===== src/rtl/datapath_pkg.sv =====
`default_nettype none
// ============================================================================
// Module      : datapath_pkg
// Description : Shared types and constants for the datapath sequencer.
//               Holds the FSM state encoding, the instruction classes,
//               the opcode/op values, the ALUop and vsel codes and the bit
//               positions of every instruction-register field.
// Revision    : 1.0 - initial release
// ============================================================================
package datapath_pkg;

  // Instruction and immediate width. The ISA is fixed at 16 bits.
  localparam int DW = 16;

  // Controller states
  typedef enum logic [2:0] {
    S_WAIT      = 3'd0,
    S_DECODE    = 3'd1,
    S_GET_A     = 3'd2,
    S_GET_B     = 3'd3,
    S_EXEC      = 3'd4,
    S_WRITE_RD  = 3'd5,
    S_WRITE_IMM = 3'd6
  } state_t;

  // Decoded instruction classes
  typedef enum logic [2:0] {
    IC_MOV_IMM = 3'd0,
    IC_MOV_REG = 3'd1,
    IC_ADD     = 3'd2,
    IC_CMP     = 3'd3,
    IC_AND     = 3'd4,
    IC_MVN     = 3'd5,
    IC_ILLEGAL = 3'd6
  } iclass_t;

  // Opcode values (IR[15:13])
  localparam logic [2:0] OPC_MOV = 3'b110;
  localparam logic [2:0] OPC_ALU = 3'b101;

  // op values (IR[12:11])
  localparam logic [1:0] OP_MOV_IMM = 2'b10;
  localparam logic [1:0] OP_MOV_REG = 2'b00;
  localparam logic [1:0] OP_ADD     = 2'b00;
  localparam logic [1:0] OP_CMP     = 2'b01;
  localparam logic [1:0] OP_AND     = 2'b10;
  localparam logic [1:0] OP_MVN     = 2'b11;

  // ALUop codes
  localparam logic [1:0] ALU_ADD  = 2'b00;
  localparam logic [1:0] ALU_SUB  = 2'b01;
  localparam logic [1:0] ALU_AND  = 2'b10;
  localparam logic [1:0] ALU_NOTB = 2'b11;

  // Write-back source select
  localparam logic [1:0] VSEL_C   = 2'b00;
  localparam logic [1:0] VSEL_IMM = 2'b10;

  // Instruction-register field positions
  localparam int OPC_HI = 15;
  localparam int OPC_LO = 13;
  localparam int OP_HI  = 12;
  localparam int OP_LO  = 11;
  localparam int RN_HI  = 10;
  localparam int RN_LO  = 8;
  localparam int RD_HI  = 7;
  localparam int RD_LO  = 5;
  localparam int SH_HI  = 4;
  localparam int SH_LO  = 3;
  localparam int RM_HI  = 2;
  localparam int RM_LO  = 0;
  localparam int IMM_HI = 7;

  // Sign-extend the 8-bit immediate to the datapath width
  function automatic logic [DW-1:0] sext8(input logic [7:0] imm);
    return {{(DW-8){imm[7]}}, imm};
  endfunction

endpackage : datapath_pkg
`default_nettype wire


===== src/rtl/instr_decode.sv =====
`default_nettype none
// ============================================================================
// Module      : instr_decode
// Description : Purely combinational instruction decoder. Splits the
//               instruction register into its fields, sign-extends imm8 and
//               classifies the instruction.
// Ports       : i_ir      - instruction register contents
//               o_op      - op field IR[12:11]
//               o_rn      - Rn field IR[10:8]
//               o_rd      - Rd field IR[7:5]
//               o_sh      - shift field IR[4:3]
//               o_rm      - Rm field IR[2:0]
//               o_sximm8  - sign-extended IR[7:0]
//               o_iclass  - instruction class
//               o_legal   - 1 when the opcode/op pair is a supported one
// Revision    : 1.0 - initial release
// ============================================================================
module instr_decode
  import datapath_pkg::*;
(
  input  logic [DW-1:0] i_ir,
  output logic [1:0]    o_op,
  output logic [2:0]    o_rn,
  output logic [2:0]    o_rd,
  output logic [1:0]    o_sh,
  output logic [2:0]    o_rm,
  output logic [DW-1:0] o_sximm8,
  output iclass_t       o_iclass,
  output logic          o_legal
);

  logic [2:0] w_opcode;

  assign w_opcode = i_ir[OPC_HI:OPC_LO];
  assign o_op     = i_ir[OP_HI:OP_LO];
  assign o_rn     = i_ir[RN_HI:RN_LO];
  assign o_rd     = i_ir[RD_HI:RD_LO];
  assign o_sh     = i_ir[SH_HI:SH_LO];
  assign o_rm     = i_ir[RM_HI:RM_LO];
  assign o_sximm8 = sext8(i_ir[IMM_HI:0]);

  always_comb begin
    o_iclass = IC_ILLEGAL;
    if (w_opcode == OPC_MOV) begin
      if (o_op == OP_MOV_IMM)      o_iclass = IC_MOV_IMM;
      else if (o_op == OP_MOV_REG) o_iclass = IC_MOV_REG;
    end else if (w_opcode == OPC_ALU) begin
      // Every op value is defined for the ALU opcode
      case (o_op)
        OP_ADD:  o_iclass = IC_ADD;
        OP_CMP:  o_iclass = IC_CMP;
        OP_AND:  o_iclass = IC_AND;
        default: o_iclass = IC_MVN;
      endcase
    end
  end

  assign o_legal = (o_iclass != IC_ILLEGAL);

endmodule : instr_decode
`default_nettype wire


===== src/rtl/datapath_seq_ctrl.sv =====
`default_nettype none
// ============================================================================
// Module      : datapath_seq_ctrl
// Description : Moore controller sequencing the 16-bit register-file /
//               shifter / ALU datapath one instruction at a time. Holds the
//               instruction register, decodes it and drives all datapath
//               controls as pure decodes of the current state.
// Ports       : clk, reset         - clock, synchronous active-high reset
//               s                  - start (sampled only in WAIT)
//               load, in           - IR capture strobe and instruction word
//               w                  - idle in WAIT, ready for new instruction
//               readnum, writenum  - register-file read / write index
//               write              - register-file write enable
//               loada/b/c, loads   - pipeline and status register enables
//               asel, bsel         - ALU operand selects
//               vsel               - write-back source select
//               ALUop, shift       - ALU operation and shifter control
//               sximm8             - sign-extended IR[7:0]
//               bad_instr          - sticky illegal-instruction flag
// Revision    : 1.0 - initial release
// ============================================================================
module datapath_seq_ctrl
  import datapath_pkg::*;
(
  input  logic          clk,
  input  logic          reset,
  input  logic          s,
  input  logic          load,
  input  logic [15:0]   in,
  output logic          w,
  output logic [2:0]    readnum,
  output logic [2:0]    writenum,
  output logic          write,
  output logic          loada,
  output logic          loadb,
  output logic          loadc,
  output logic          loads,
  output logic          asel,
  output logic          bsel,
  output logic [1:0]    vsel,
  output logic [1:0]    ALUop,
  output logic [1:0]    shift,
  output logic [15:0]   sximm8,
  output logic          bad_instr
);

  state_t          r_state;
  state_t          w_next;
  logic [DW-1:0]   r_ir;
  logic            r_bad;

  logic [1:0]      w_op;
  logic [2:0]      w_rn;
  logic [2:0]      w_rd;
  logic [1:0]      w_sh;
  logic [2:0]      w_rm;
  logic [DW-1:0]   w_sximm8;
  iclass_t         w_iclass;
  logic            w_legal;

  instr_decode u_decode (
    .i_ir     (r_ir),
    .o_op     (w_op),
    .o_rn     (w_rn),
    .o_rd     (w_rd),
    .o_sh     (w_sh),
    .o_rm     (w_rm),
    .o_sximm8 (w_sximm8),
    .o_iclass (w_iclass),
    .o_legal  (w_legal)
  );

  // State, instruction register and sticky error flag
  always_ff @(posedge clk) begin
    if (reset) begin
      r_state <= S_WAIT;
      r_ir    <= '0;
      r_bad   <= 1'b0;
    end else begin
      r_state <= w_next;
      // IR only loads while idle, so a running instruction keeps its fields
      if (r_state == S_WAIT && load)
        r_ir <= in;
      // A new start clears the flag; an illegal decode sets it on the way out
      if (r_state == S_WAIT && s)
        r_bad <= 1'b0;
      else if (r_state == S_DECODE && !w_legal)
        r_bad <= 1'b1;
    end
  end

  // Next state and Moore output decode
  always_comb begin
    w_next   = r_state;
    w        = 1'b0;
    readnum  = 3'd0;
    writenum = 3'd0;
    write    = 1'b0;
    loada    = 1'b0;
    loadb    = 1'b0;
    loadc    = 1'b0;
    loads    = 1'b0;
    asel     = 1'b0;
    bsel     = 1'b0;
    vsel     = VSEL_C;
    ALUop    = ALU_ADD;
    shift    = 2'b00;

    case (r_state)
      S_WAIT: begin
        w = 1'b1;
        if (s) w_next = S_DECODE;
      end

      S_DECODE: begin
        if (!w_legal) begin
          w_next = S_WAIT;
        end else begin
          case (w_iclass)
            IC_MOV_IMM:        w_next = S_WRITE_IMM;
            IC_MOV_REG,
            IC_MVN:            w_next = S_GET_B;
            default:           w_next = S_GET_A;
          endcase
        end
      end

      S_GET_A: begin
        readnum = w_rn;
        loada   = 1'b1;
        w_next  = S_GET_B;
      end

      S_GET_B: begin
        readnum = w_rm;
        loadb   = 1'b1;
        w_next  = S_EXEC;
      end

      S_EXEC: begin
        shift = w_sh;
        // Single-operand instructions run as 0 op B; MOV reg is 0 + B
        asel  = (w_iclass == IC_MOV_REG) || (w_iclass == IC_MVN);
        ALUop = (w_iclass == IC_MOV_REG) ? ALU_ADD : w_op;
        if (w_iclass == IC_CMP) begin
          loads  = 1'b1;
          w_next = S_WAIT;
        end else begin
          loadc  = 1'b1;
          w_next = S_WRITE_RD;
        end
      end

      S_WRITE_RD: begin
        writenum = w_rd;
        vsel     = VSEL_C;
        write    = 1'b1;
        w_next   = S_WAIT;
      end

      S_WRITE_IMM: begin
        writenum = w_rn;
        vsel     = VSEL_IMM;
        write    = 1'b1;
        w_next   = S_WAIT;
      end

      default: w_next = S_WAIT;
    endcase
  end

  assign sximm8    = w_sximm8;
  assign bad_instr = r_bad;

endmodule : datapath_seq_ctrl
`default_nettype wire


===== config.mk =====
export PLATFORM = sky130hd
export DESIGN_NAME = datapath_seq_ctrl
export DESIGN_NICKNAME = d
export VERILOG_FILES = /design/src/rtl/datapath_pkg.sv /design/src/rtl/instr_decode.sv /design/src/rtl/datapath_seq_ctrl.sv
export SDC_FILE = /design/constraint.sdc
export NUM_CORES = 1
export LEC_CHECK = 0
export CORE_MARGIN = 2
export CORE_UTILIZATION = 29
export DETAILED_ROUTE_END_ITERATION = 12
export PLACE_DENSITY_LB_ADDON = 0.05
export RECOVER_POWER = 100
export SLEW_MARGIN = 20
export SYNTH_ARGS = -nofsm -noshare
export SYNTH_HDL_FRONTEND = slang
export SYNTH_SLANG_ARGS = --single-unit

===== constraint.sdc =====
create_clock -name clk -period 1.9 [get_ports clk]
set_input_delay 0.38 -clock clk [delete_from_list [all_inputs] [get_ports clk]]
set_output_delay 0.38 -clock clk [all_outputs]
set_load 0.02 [all_outputs]

After elaboration in Yosys (flattened, before gate mapping). Index checks and enable logic that the tools add are counted.

Register bits after elaboration: 20.

Reductions and logical operators: 11. Mux-type cells: 25. Equal/unequal tests: 15.

Operators by type and width (number): two-way mux 3 bit (7); equality test 3 bit, second input constant (6); case mux 3 bit (2 select lines) (3); case mux 3 bit (5 select lines) (1); equality test 3 x 2 -> 1 bit, second input constant (3); two-way mux 1 bit (9); case mux 3 bit (3 select lines) (1); two-way mux 2 bit (4); equality test 3 x 1 -> 1 bit, second input constant (2); zero test 3 bit (2); OR reduction 2 bit (3); logical AND 1 bit (3); inequality test 3 bit, second input constant (1); equality test 2 x 1 -> 1 bit, second input constant (1); equality test 2 bit, second input constant (1); zero test 2 bit (1); inequality test 2 bit, second input constant (1); zero test 1 bit (1); logical OR 1 bit (1).

Longest topological paths before layout.
Word-level depth: 9. Gate-level depth with buffers: 5. Mapped depth without buffers: 4.

Cells and area by module. From an unflattened synthesis, not the netlist that was laid out.

Cell total of the unflattened synthesis: 169. Area total of the unflattened synthesis: 1308.8 µm².

Modules (own cells, without submodules): datapath_seq_ctrl (seq. area each 400.4 µm², area an instance 1014.7 µm², instances 1, cells each 131); instr_decode (seq. area each 0.0 µm², area an instance 294.0 µm², instances 1, cells each 38).

Worst setup path before layout. Ideal clock, no wire load.

Path type: flip-flop to output port. From: register r_state[2]. To: output port loads. Slack: 0.149 ns. Stages on the path, launching flop included: 5. Arrival time: 1.371 ns. Path through: dfxtp_1 buf_2 clkbuf_1 nand2_1 nor3_1.

Cells in the longest elaborated chain, start to end: 2.

RTL lines: start: declaration (RTL line datapath_seq_ctrl.sv:47) `state_t r_state;`; start signal: assignment (RTL line datapath_seq_ctrl.sv:80) `r_state <= w_next;`; equality test 3 bit (RTL line datapath_seq_ctrl.sv:109) `case (r_state)`; two-way mux 1 bit (RTL line datapath_seq_ctrl.sv:109); end: declaration (RTL line datapath_seq_ctrl.sv:37) `output logic loads,`.

Every way passes these cells.

Worst setup path after layout.
From: register r_ir[7]. To: output port sximm8[13].

RTL lines: start: declaration (RTL line datapath_seq_ctrl.sv:49) `logic [DW-1:0] r_ir;`; start signal: assignment (RTL line datapath_seq_ctrl.sv:83) `r_ir <= in;`; end: declaration (RTL line datapath_seq_ctrl.sv:43) `output logic [15:0] sximm8,`.

No word-level cell between the ends.

==> results.md <==
* CTS buffer count at 3
* FMAX at roughly 0.56 GHz
* TritonRoute pass-1 iters at 4
* Min-delay worst type: reg2reg
* Avg Inst Size Synth at between 7 and 8 um2
* Initial antenna violation count at 0
* Leading area contributor after synthesis: dfxtp_1
* Fin crit share at 0.948
* Final Non-Filler Cells at 252
* Core Util, Final at 0.448
* Gpl congestion at 0.795
* Tmin final at 1.80 ns
* Vias per inst at between 4 and 5
* # nets final at about 220
* CP max-delay cell: dlygate4sd3_1
* Nature of the critical path endpoint: output port
* CP peak stage delay at 0.68 ns
* Die width at 67.5 um
* Cell count after synthesis at 150
* Max-slew violations at 0
* Place WS at -0.0435 ns
* DRC viols at 0
* Post-CTS Hold Buffers at 0
* DRT iter0 DRCs at 36
* Required time worst endpoint at roughly 1.5 ns
* Placed insts at 247
* Share of Yosys cell area claimed by the top area cell type at 0.342
* Post-synth top flop: dfxtp_1
* Synth top area cells: dfxtp_1 34%, buf_4 12%, nand2_1 11%
* # port buffers at 54
* Setup CP Type: reg2out
* Post-Syn Area at roughly 0.0012 mm2
* Final setup violating endpoints at 0
* Final hold violation count at 0
* Total leakage power at 0.778 nW
* Root buf cell: clkbuf_8
* Pin count of the biggest net entering global routing at 18
* Core area at a little under 0.004 mm2
* CP max FO at 10
* Sink Count at 20
* Status: finished, final reports clean
* Clock Skew at ~0.0033 ns
* Most frequent cell after synthesis: nand2_1
* Library cells used by synthesis at 34
* Syn. warnings at 0
* PwrDens at roughly 580 mW/mm2
* Boundary Pins at between 50 and 60
* Layout cell share with drive strength beyond 1 at 0.213
* Startpoint Class: register
* Fin worst setup slack at about 0.098 ns
* Detail Route Antenna Nets at 0
* Worst reg2reg path depth at 5
* Vias in the first global route at ~1100
* CTS tree: built
* EDFF count, synth at 0
* Depth of the CTS H-tree at 1
* Final WL at 3.09 mm
* Register area share after synthesis at 0.342
* Die Y at between 60 and 70 um
* Post-synthesis register bit count at 20
* Starting density of the core at 0.297
* Worst-Skew Late Latency at roughly 0.26 ns
* Async S/R FF share, synth at 0
* Layout area overhead at 50.9%
* Ant diodes at 0
* Placed cell areas at ~0.0017 mm2
* CP Cell Sequence: buf_4 -> dlygate4sd3_1
* Global-route wire length before repair at a little under 5 mm
* Worst Hold Path Cells at 2
* GRT Residual Overflow at 0
* Post-synth top cells: 33 x nand2_1, 20 x dfxtp_1, 19 x a21oi_1, 18 x buf_4, 5 x nor2b_1
* WL/cell at between 10 and 15 um
* Die Area at roughly 0.0046 mm2
* HPWL Detailed at 2.43 mm
* Post-route design area at roughly 0.0018 mm2
* GRT Util Overall at 0.144
* Row cnt at 23
* Crit path DAT at approximately 1.4 ns
* Clock tree buffer depth at 2
* Maximum VDD drop at about 0.00046 V
* Maxcap violations at 0
* CTS clk-pin slew, worst paths at ~0.08 ns
* Via count at 1153
cell families after synthesis:
kind of cell,count (synthesis),share of synthesized area
other,1,0.00321
flip-flops,20,0.342
buffers and inverters,30,0.171
AO/OA/AOI/OAI,35,0.181
AND/OR/NAND/NOR,64,0.303
worst paths after layout:
check | start | to | slack (ns)
worst max-delay path | r_ir[7]$_SDFFE_PP0P_ | sximm8[13] | 0.1
worst min-delay path | r_ir[4]$_SDFFE_PP0P_ | r_ir[4]$_SDFFE_PP0P_ | 0.47
worst max register to register | r_state[0]$_SDFFE_PP0P_ | r_ir[6]$_SDFFE_PP0P_ | 0.28
worst min register to register | r_ir[4]$_SDFFE_PP0P_ | r_ir[4]$_SDFFE_PP0P_ | 0.47
critical path: cells and delay by family, from the launching register on:
family   cells  cell delay [ns]
flops        1             0.34
buf+inv      2             0.83
flip-flops by register name (all words and copies together) (netlist names):
| register | cells |
|---|---|
| r_ir | 16 |
| r_state | 3 |
| bad_instr | 1 |
through the flow:
step	power [mW]	hold slack (ns)	TNS, ns
after floorplan	0.616	0.445	0
after global placement	0.711	0.460	0
after detailed placement	0.713	0.465	-0.0557
after CTS	1.05	0.477	0
after global routing	1.08	0.503	-0.00569
final	1.02	0.474	0
layer usage:
layer | share of wire | wire, um | track usage | vias to the layer above
li1 | - | - | - | 599
met1 | 0.46 | 1410 | 0.183 | 528
met2 | 0.49 | 1510 | 0.245 | 26
met3 | 0.055 | 169 | 0.0450 | 0
met4 | 0 | 0 | 0.0153 | 0
met5 | 0 | 0 | 0 | -
power by group:
group	switching, mW	internal, mW
Combinational	0.111	0.121
Sequential	0.0203	0.444
Clock	0.140	0.184
Total	0.272	0.749
cells in the final DEF, fill, tap and decap left out, drive strengths merged, types with 4 or more instances in the layout:
| cell | n |
|---|---|
| dlygate4sd2 | 9 |
| dlygate4sd3 | 9 |
| clkbuf | 13 |
| and3 | 4 |
| buf | 20 |
| nand2 | 33 |
| dfxtp | 20 |
| a21oi | 19 |
| clkdlybuf4s50 | 27 |
| nor2b | 5 |
final cells by class:
| type | count | area [um2] |
|---|---|---|
| Timing Repair Buffer | 75 | 642 |
| Inverter | 2 | 7.51 |
| Multi-Input combinational cell | 101 | 594 |
| Fill cell | 407 | 2180 |
| Clock buffer | 4 | 55.1 |
| Sequential cell | 20 | 404 |
| Tap cell | 50 | 62.6 |
repair_timing:
action,CTS,global route
setup buffers,1,0
endpoints found under the setup margin,18,12
pin swaps,1,1
resized for setup,30,17
(Power assumes the default switching activity.)
